File: src/rtl/tinyacc_pkg.sv
// Shared definitions for the tinyacc instruction front end: opcodes,
// instruction field positions and the dispatcher state encoding.
package tinyacc_pkg;

    localparam int INSTR_W = 105;

    localparam logic [3:0] OP_NOP = 4'h0;
    localparam logic [3:0] OP_CFG = 4'h1;
    localparam logic [3:0] OP_RUN = 4'h2;

    // Low bit of each field; opcode is 4 bits wide, the others 16.
    localparam int OP_LO    = 101;
    localparam int A_LO     = 85;
    localparam int B_LO     = 69;
    localparam int O_LO     = 53;
    localparam int M_LO     = 37;
    localparam int K_LO     = 21;
    localparam int N_LO     = 5;
    localparam int LAST_BIT = 4;

    typedef enum logic [1:0] {
        ST_IDLE   = 2'd0,
        ST_DECODE = 2'd1,
        ST_ISSUE  = 2'd2,
        ST_WAIT   = 2'd3
    } disp_state_t;

    function automatic logic [3:0] instr_opcode(input logic [INSTR_W-1:0] w);
        return w[OP_LO +: 4];
    endfunction

    function automatic logic [15:0] instr_field16(input logic [INSTR_W-1:0] w, input int lo);
        return w[lo +: 16];
    endfunction

endpackage

File: src/rtl/instr_fifo.sv
// Instruction queue between the host handshake and the dispatcher FSM.
// Head word is presented combinationally on rdata while not empty.
module instr_fifo #(
    parameter int DEPTH = 4,
    parameter int W     = 105
) (
    input  logic         clk,
    input  logic         rst,
    input  logic         push,
    input  logic [W-1:0] wdata,
    input  logic         pop,
    output logic [W-1:0] rdata,
    output logic         full,
    output logic         empty
);

    localparam int         PW       = $clog2(DEPTH);
    localparam logic [PW:0] FULL_CNT = (PW+1)'(DEPTH);

    logic [W-1:0]  mem [DEPTH];
    logic [PW-1:0] wptr;
    logic [PW-1:0] rptr;
    logic [PW:0]   count;
    logic          do_push;
    logic          do_pop;

    assign full    = (count == FULL_CNT);
    assign empty   = (count == '0);
    assign do_push = push && !full;
    assign do_pop  = pop && !empty;
    assign rdata   = mem[rptr];

    always_ff @(posedge clk) begin
        if (do_push) begin
            mem[wptr] <= wdata;
        end
    end

    // Pointers wrap naturally because DEPTH is a power of two.
    always_ff @(posedge clk or negedge rst) begin
        if (!rst) begin
            wptr  <= '0;
            rptr  <= '0;
            count <= '0;
        end else begin
            if (do_push) wptr <= wptr + PW'(1);
            if (do_pop)  rptr <= rptr + PW'(1);
            case ({do_push, do_pop})
                2'b10:   count <= count + (PW+1)'(1);
                2'b01:   count <= count - (PW+1)'(1);
                default: count <= count;
            endcase
        end
    end

endmodule

File: src/rtl/instr_dispatch.sv
// Host instruction intake and dispatch to the compute engine: one ack per
// host valid, queued decode of NOP/CFG/RUN, start/done handshake with engine.
`ifndef WORD_ADDR_BITS
`define WORD_ADDR_BITS 16
`endif

module instr_dispatch
    import tinyacc_pkg::*;
#(
    parameter int DEPTH = 4,
    parameter int AW    = `WORD_ADDR_BITS
) (
    input  logic               clk,
    input  logic               rst,
    input  logic               instr_valid,
    input  logic [INSTR_W-1:0] instr,
    input  logic [AW-1:0]      data_total,
    output logic               ack,
    output logic               exe_start,
    output logic [AW-1:0]      exe_a_base,
    output logic [AW-1:0]      exe_b_base,
    output logic [AW-1:0]      exe_o_base,
    output logic [15:0]        exe_m,
    output logic [15:0]        exe_k,
    output logic [15:0]        exe_n,
    output logic [AW-1:0]      exe_len,
    input  logic               exe_done,
    output logic               done,
    output logic               err
);

    disp_state_t        state;
    disp_state_t        state_nx;
    logic               armed;
    logic               accept;
    logic               fifo_full;
    logic               fifo_empty;
    logic [INSTR_W-1:0] fifo_head;
    logic [INSTR_W-1:0] cur_instr;
    logic [3:0]         cur_op;
    logic               pop;
    logic               cfg_load;
    logic               err_set;
    logic               start_set;
    logic               done_set;
    logic [AW-1:0]      cfg_a;
    logic [AW-1:0]      cfg_b;
    logic [AW-1:0]      cfg_o;
    logic [15:0]        cfg_m;
    logic [15:0]        cfg_k;
    logic [15:0]        cfg_n;
    logic               unused_rsvd;

    assign accept      = instr_valid && !fifo_full && armed;
    assign cur_op      = instr_opcode(cur_instr);
    assign unused_rsvd = ^cur_instr[3:0];

    instr_fifo #(
        .DEPTH (DEPTH),
        .W     (INSTR_W)
    ) u_fifo (
        .clk   (clk),
        .rst   (rst),
        .push  (accept),
        .wdata (instr),
        .pop   (pop),
        .rdata (fifo_head),
        .full  (fifo_full),
        .empty (fifo_empty)
    );

    // Host handshake: ack is registered, so instr_valid never reaches it combinationally.
    always_ff @(posedge clk or negedge rst) begin
        if (!rst) begin
            armed <= 1'b1;
            ack   <= 1'b0;
        end else begin
            ack <= accept;
            if (accept) begin
                armed <= 1'b0;
            end else if (!instr_valid) begin
                armed <= 1'b1;
            end
        end
    end

    always_ff @(posedge clk or negedge rst) begin
        if (!rst) state <= ST_IDLE;
        else      state <= state_nx;
    end

    always_comb begin
        state_nx  = state;
        pop       = 1'b0;
        cfg_load  = 1'b0;
        err_set   = 1'b0;
        start_set = 1'b0;
        done_set  = 1'b0;
        case (state)
            ST_IDLE: begin
                if (!fifo_empty) begin
                    pop      = 1'b1;
                    state_nx = ST_DECODE;
                end
            end
            ST_DECODE: begin
                case (cur_op)
                    OP_NOP:  state_nx = ST_IDLE;
                    OP_CFG: begin
                        cfg_load = 1'b1;
                        state_nx = ST_IDLE;
                    end
                    OP_RUN:  state_nx = ST_ISSUE;
                    default: begin
                        err_set  = 1'b1;
                        state_nx = ST_IDLE;
                    end
                endcase
            end
            ST_ISSUE: begin
                start_set = 1'b1;
                state_nx  = ST_WAIT;
            end
            ST_WAIT: begin
                if (exe_done) begin
                    done_set = cur_instr[LAST_BIT];
                    state_nx = ST_IDLE;
                end
            end
            default: state_nx = ST_IDLE;
        endcase
    end

    always_ff @(posedge clk or negedge rst) begin
        if (!rst) begin
            cur_instr <= '0;
            cfg_a     <= '0;
            cfg_b     <= '0;
            cfg_o     <= '0;
            cfg_m     <= '0;
            cfg_k     <= '0;
            cfg_n     <= '0;
            exe_start <= 1'b0;
            exe_len   <= '0;
            done      <= 1'b0;
            err       <= 1'b0;
        end else begin
            if (pop) cur_instr <= fifo_head;
            if (cfg_load) begin
                cfg_a <= AW'(instr_field16(cur_instr, A_LO));
                cfg_b <= AW'(instr_field16(cur_instr, B_LO));
                cfg_o <= AW'(instr_field16(cur_instr, O_LO));
                cfg_m <= instr_field16(cur_instr, M_LO);
                cfg_k <= instr_field16(cur_instr, K_LO);
                cfg_n <= instr_field16(cur_instr, N_LO);
            end
            exe_start <= start_set;
            if (start_set) exe_len <= data_total;
            if (err_set)   err <= 1'b1;
            // A completing last RUN wins over a same-cycle accept.
            if (done_set)    done <= 1'b1;
            else if (accept) done <= 1'b0;
        end
    end

    // Config can only change in DECODE, so these hold steady across ISSUE/WAIT.
    assign exe_a_base = cfg_a;
    assign exe_b_base = cfg_b;
    assign exe_o_base = cfg_o;
    assign exe_m      = cfg_m;
    assign exe_k      = cfg_k;
    assign exe_n      = cfg_n;

endmodule

File: config.mk
export PLATFORM = sky130hd
export DESIGN_NAME = instr_dispatch
export DESIGN_NICKNAME = d
export VERILOG_FILES = /design/src/rtl/tinyacc_pkg.sv /design/src/rtl/instr_fifo.sv /design/src/rtl/instr_dispatch.sv
export SDC_FILE = /design/constraint.sdc
export NUM_CORES = 1
export LEC_CHECK = 0
export CORE_UTILIZATION = 56
export DETAILED_ROUTE_END_ITERATION = 8
export PLACE_DENSITY = 0.79
export SYNTH_ARGS = -nofsm -noshare
export SYNTH_HDL_FRONTEND = slang
export SYNTH_SLANG_ARGS = --single-unit
File: constraint.sdc
create_clock -name clk -period 4.01 [get_ports clk]
set_input_delay 1.203 -clock clk [delete_from_list [all_inputs] [get_ports clk]]
set_output_delay 1.203 -clock clk [all_outputs]
set_load 0.01 [all_outputs]
==> impl_metrics.ini <==
[timing]
relSlewSlack_pct = 31.6
fin_crit_ns = 2.79
worstMarginPinSlew_ns = 1.02
rsz0062_at_grt = false
finalMaxSlewViolations = 0
hold_ws_ns = 0.467
setup_tns_ns = 0
max_freq_mhz = 358
fin_skew_ns = 0.0206
finalSetupViolCount = 0
finalCritPeriodShare_pct = 69.6
hold_viol = 0

[setup_path]
max_stage_delay_ns = 0.57
crit_fanout = 2
required_ns = 2.81
endpoint_kind = output port
critPathArrivalTime_ns = 1.59
crit_chain = clkdlybuf4s50_1
critPathLaunchType = register
cpMaxStageDelayCell = clkdlybuf4s50_1
cp.buffers_inverters = 1
crit_family = buffers and inverters
crit_type = reg -> out

[route]
totalWireLength_um = 43600
drt_iter0_markers = 509
drc_errors = 0
drtPass1Iterations = 4
ant_nets = 0
wl_per_cell_um = 22.9
viasPerCell = 5.63
vias = 10700

[run_status]
status = finished clean

[grt]
grt_max_degree = 87
grt_pass1_vias = 11400
grt_pass1_wl_um = 65800
overflow = 0
grtUsageTotal_pct = 21.2
antenna_found_initial = 6

[clocking]
clkLatencyLatePin_ns = 0.60
post_cts_buffers = 0
htreeDepth = 2
clockRootBuffer = clkbuf_16
path_clk_slew_ns = 0.06
cts_num_sinks = 631
post_cts_resized = 0
hold_buffers = 0
clock_path_buffers = 3
cts_buffers = 59
cts_tree = built

[power]
power_leakage_nw = 10.2
ir_drop_mv = 0.575
p_per_area_mw_per_mm2 = 749

[yosys]
synthDistinctLibCells = 30
netlist_area_mm2 = 0.0231
syn_inst = 1036
synth.avg_cell_area_um2 = 22.3
synth_warnings = 0
yosys_register_bits = 631
synth_seq_area_share_pct = 77.1
syn-num-nets = 1167

[floorplanning]
pin_count = 241
std_cell_rows = 74
dieArea_mm2 = 0.0421
fp.dieH_um = 205
design.core.area_mm2 = 0.0407
die_w_um = 205
start_util_pct = 56.7

[place]
hpwl_um = 25300
place_inst = 1785
port_buffers = 236
gp_congestion = 0.699

[job]
maxCapViolCount = 0

[cells_and_area]
nets = 1445
syn_to_final_growth_pct = 22.0
final_layout_size_suffix_gt1_share_pct = 29.1
final_cell_count_no_fill = 1899

[worst_hold_path]
hold_class = reg -> reg
[routing by layer]
metal	wire length (um)	part of all wire, %	vias to the layer above	GRT usage [%]
li1	-	-	4660	-
met1	17300	40	5687	27.0
met2	22800	52	277	36.3
met3	2360	5.4	69	4.53
met4	1090	2.5	4	7.09
met5	23	0.053	-	0
[cell type report]
type	count	area (um2)
Sequential cell	631	17800
Fill cell	2536	12500
Clock inverter	29	264
Tap cell	532	666
Inverter	5	18.8
Multi-Input combinational cell	353	5010
Clock buffer	81	1660
Antenna cell	4	10.0
Timing Repair Buffer	264	2750
[cells in the final DEF (no fill, tap or decap), types with 2 or more instances in the layout]
cell | netlist | layout
and2_4 | 0 | 4
buf_12 | 0 | 14
buf_4 | 0 | 14
bufinv_16 | 0 | 5
clkbuf_1 | 7 | 12
clkbuf_16 | 0 | 59
clkbuf_8 | 0 | 10
clkdlybuf4s50_1 | 0 | 235
clkinv_1 | 0 | 15
clkinv_2 | 0 | 5
clkinvlp_4 | 0 | 2
dfrtp_1 | 226 | 224
dfrtp_4 | 0 | 2
diode_2 | 0 | 4
edfxtp_1 | 404 | 404
ha_1 | 5 | 5
inv_1 | 5 | 5
mux2_1 | 41 | 41
mux2_2 | 174 | 174
mux4_2 | 101 | 101
nand2_1 | 6 | 6
nor2_1 | 2 | 2
o21ai_0 | 2 | 2
xnor2_1 | 3 | 3
xor2_1 | 3 | 3
[flip-flops by register name, indices dropped and copies added, names as in the netlist, 2 cells and up, named ones only]
| register | cells |
|---|---|
| cur_instr | 101 |
| u_fifo.rptr | 2 |
| u_fifo.count | 3 |
| exe_a_base | 16 |
| u_fifo.wptr | 2 |
| exe_b_base | 16 |
| exe_n | 16 |
| u_fifo.mem | 404 |
| exe_m | 16 |
| exe_k | 16 |
| exe_len | 16 |
| exe_o_base | 16 |
[cells by family (layout without fill, tap and decap cells)]
logic type,Yosys count,after routing,synth area share [%]
AOI/OAI and AO/OA,4,4,0.103
adders and majority gates,6,6,0.357
muxes,316,316,20.3
buffers and inverters,52,379,1.35
and+or+nand+nor,21,21,0.568
xor gates and xnor gates,6,6,0.227
DFF,631,631,77.1
other,0,4,0
[final timing paths]
path | startpoint | to | slack [ns] | cells past startpoint
worst max-delay path | exe_k[5] | exe_k[5] | 1.22 | 1
min in group asynchronous | rst | cur_instr[63] | 0.61 | 1
max in group asynchronous | rst | cur_instr[75] | 2.55 | 2
worst min register to register | err | err | 0.47 | 1
worst min-delay path | err | err | 0.47 | 1
worst max register to register | register | exe_a_base[13] | 1.40 | 4
[Yosys cell counts]
master    instances  area [um2]
edfxtp_1        404       12100
dfrtp_1         226        5660
mux2_2          174        1960
mux4_2          101        2270
mux2_1           41         462
buf_2            21         105
buf_6            12         135
buf_1             7        26.3
clkbuf_1          7        26.3
nand2_1           6        22.5
ha_1              5        62.6
inv_1             5        18.8
and2_1            4        25.0
xnor2_1           3        26.3
xor2_1            3        26.3
nor2_1            2        7.51
o21ai_0           2        10.0
a21o_1            1        7.51
and2b_1           1        7.51
and3_1            1        6.26
dfstp_2           1        26.3
fa_1              1        20.0
nand4b_1          1        8.76
nand4b_2          1        15.0
nor2b_1           1        6.26
nor3_1            1        5.00
nor3_2            1        10.0
nor4b_1           1        8.76
o22ai_1           1        6.26
or3b_2            1        8.76
[through the flow]
step                power [mW]  util [%]  setup WS (ns)  area [um2]
floorplan                 13.4         -          0.806       23100
global placement          15.6      64.5          0.849       26300
detailed placement        15.9      64.5          0.854       26300
CTS                       21.4      69.2           1.19       28200
global route              22.1      69.2           1.18       28200
finish                    21.1      69.2           1.22       28200
[report_power, final]
part	switching, mW	leakage (nW)	total [mW]	internal [mW]
Combinational	2.46	2.84	6.07	3.61
Sequential	0.956	6.39	9.60	8.65
Clock	2.27	0.936	5.46	3.20
No activity file was read; power rests on OpenSTA's default activity.
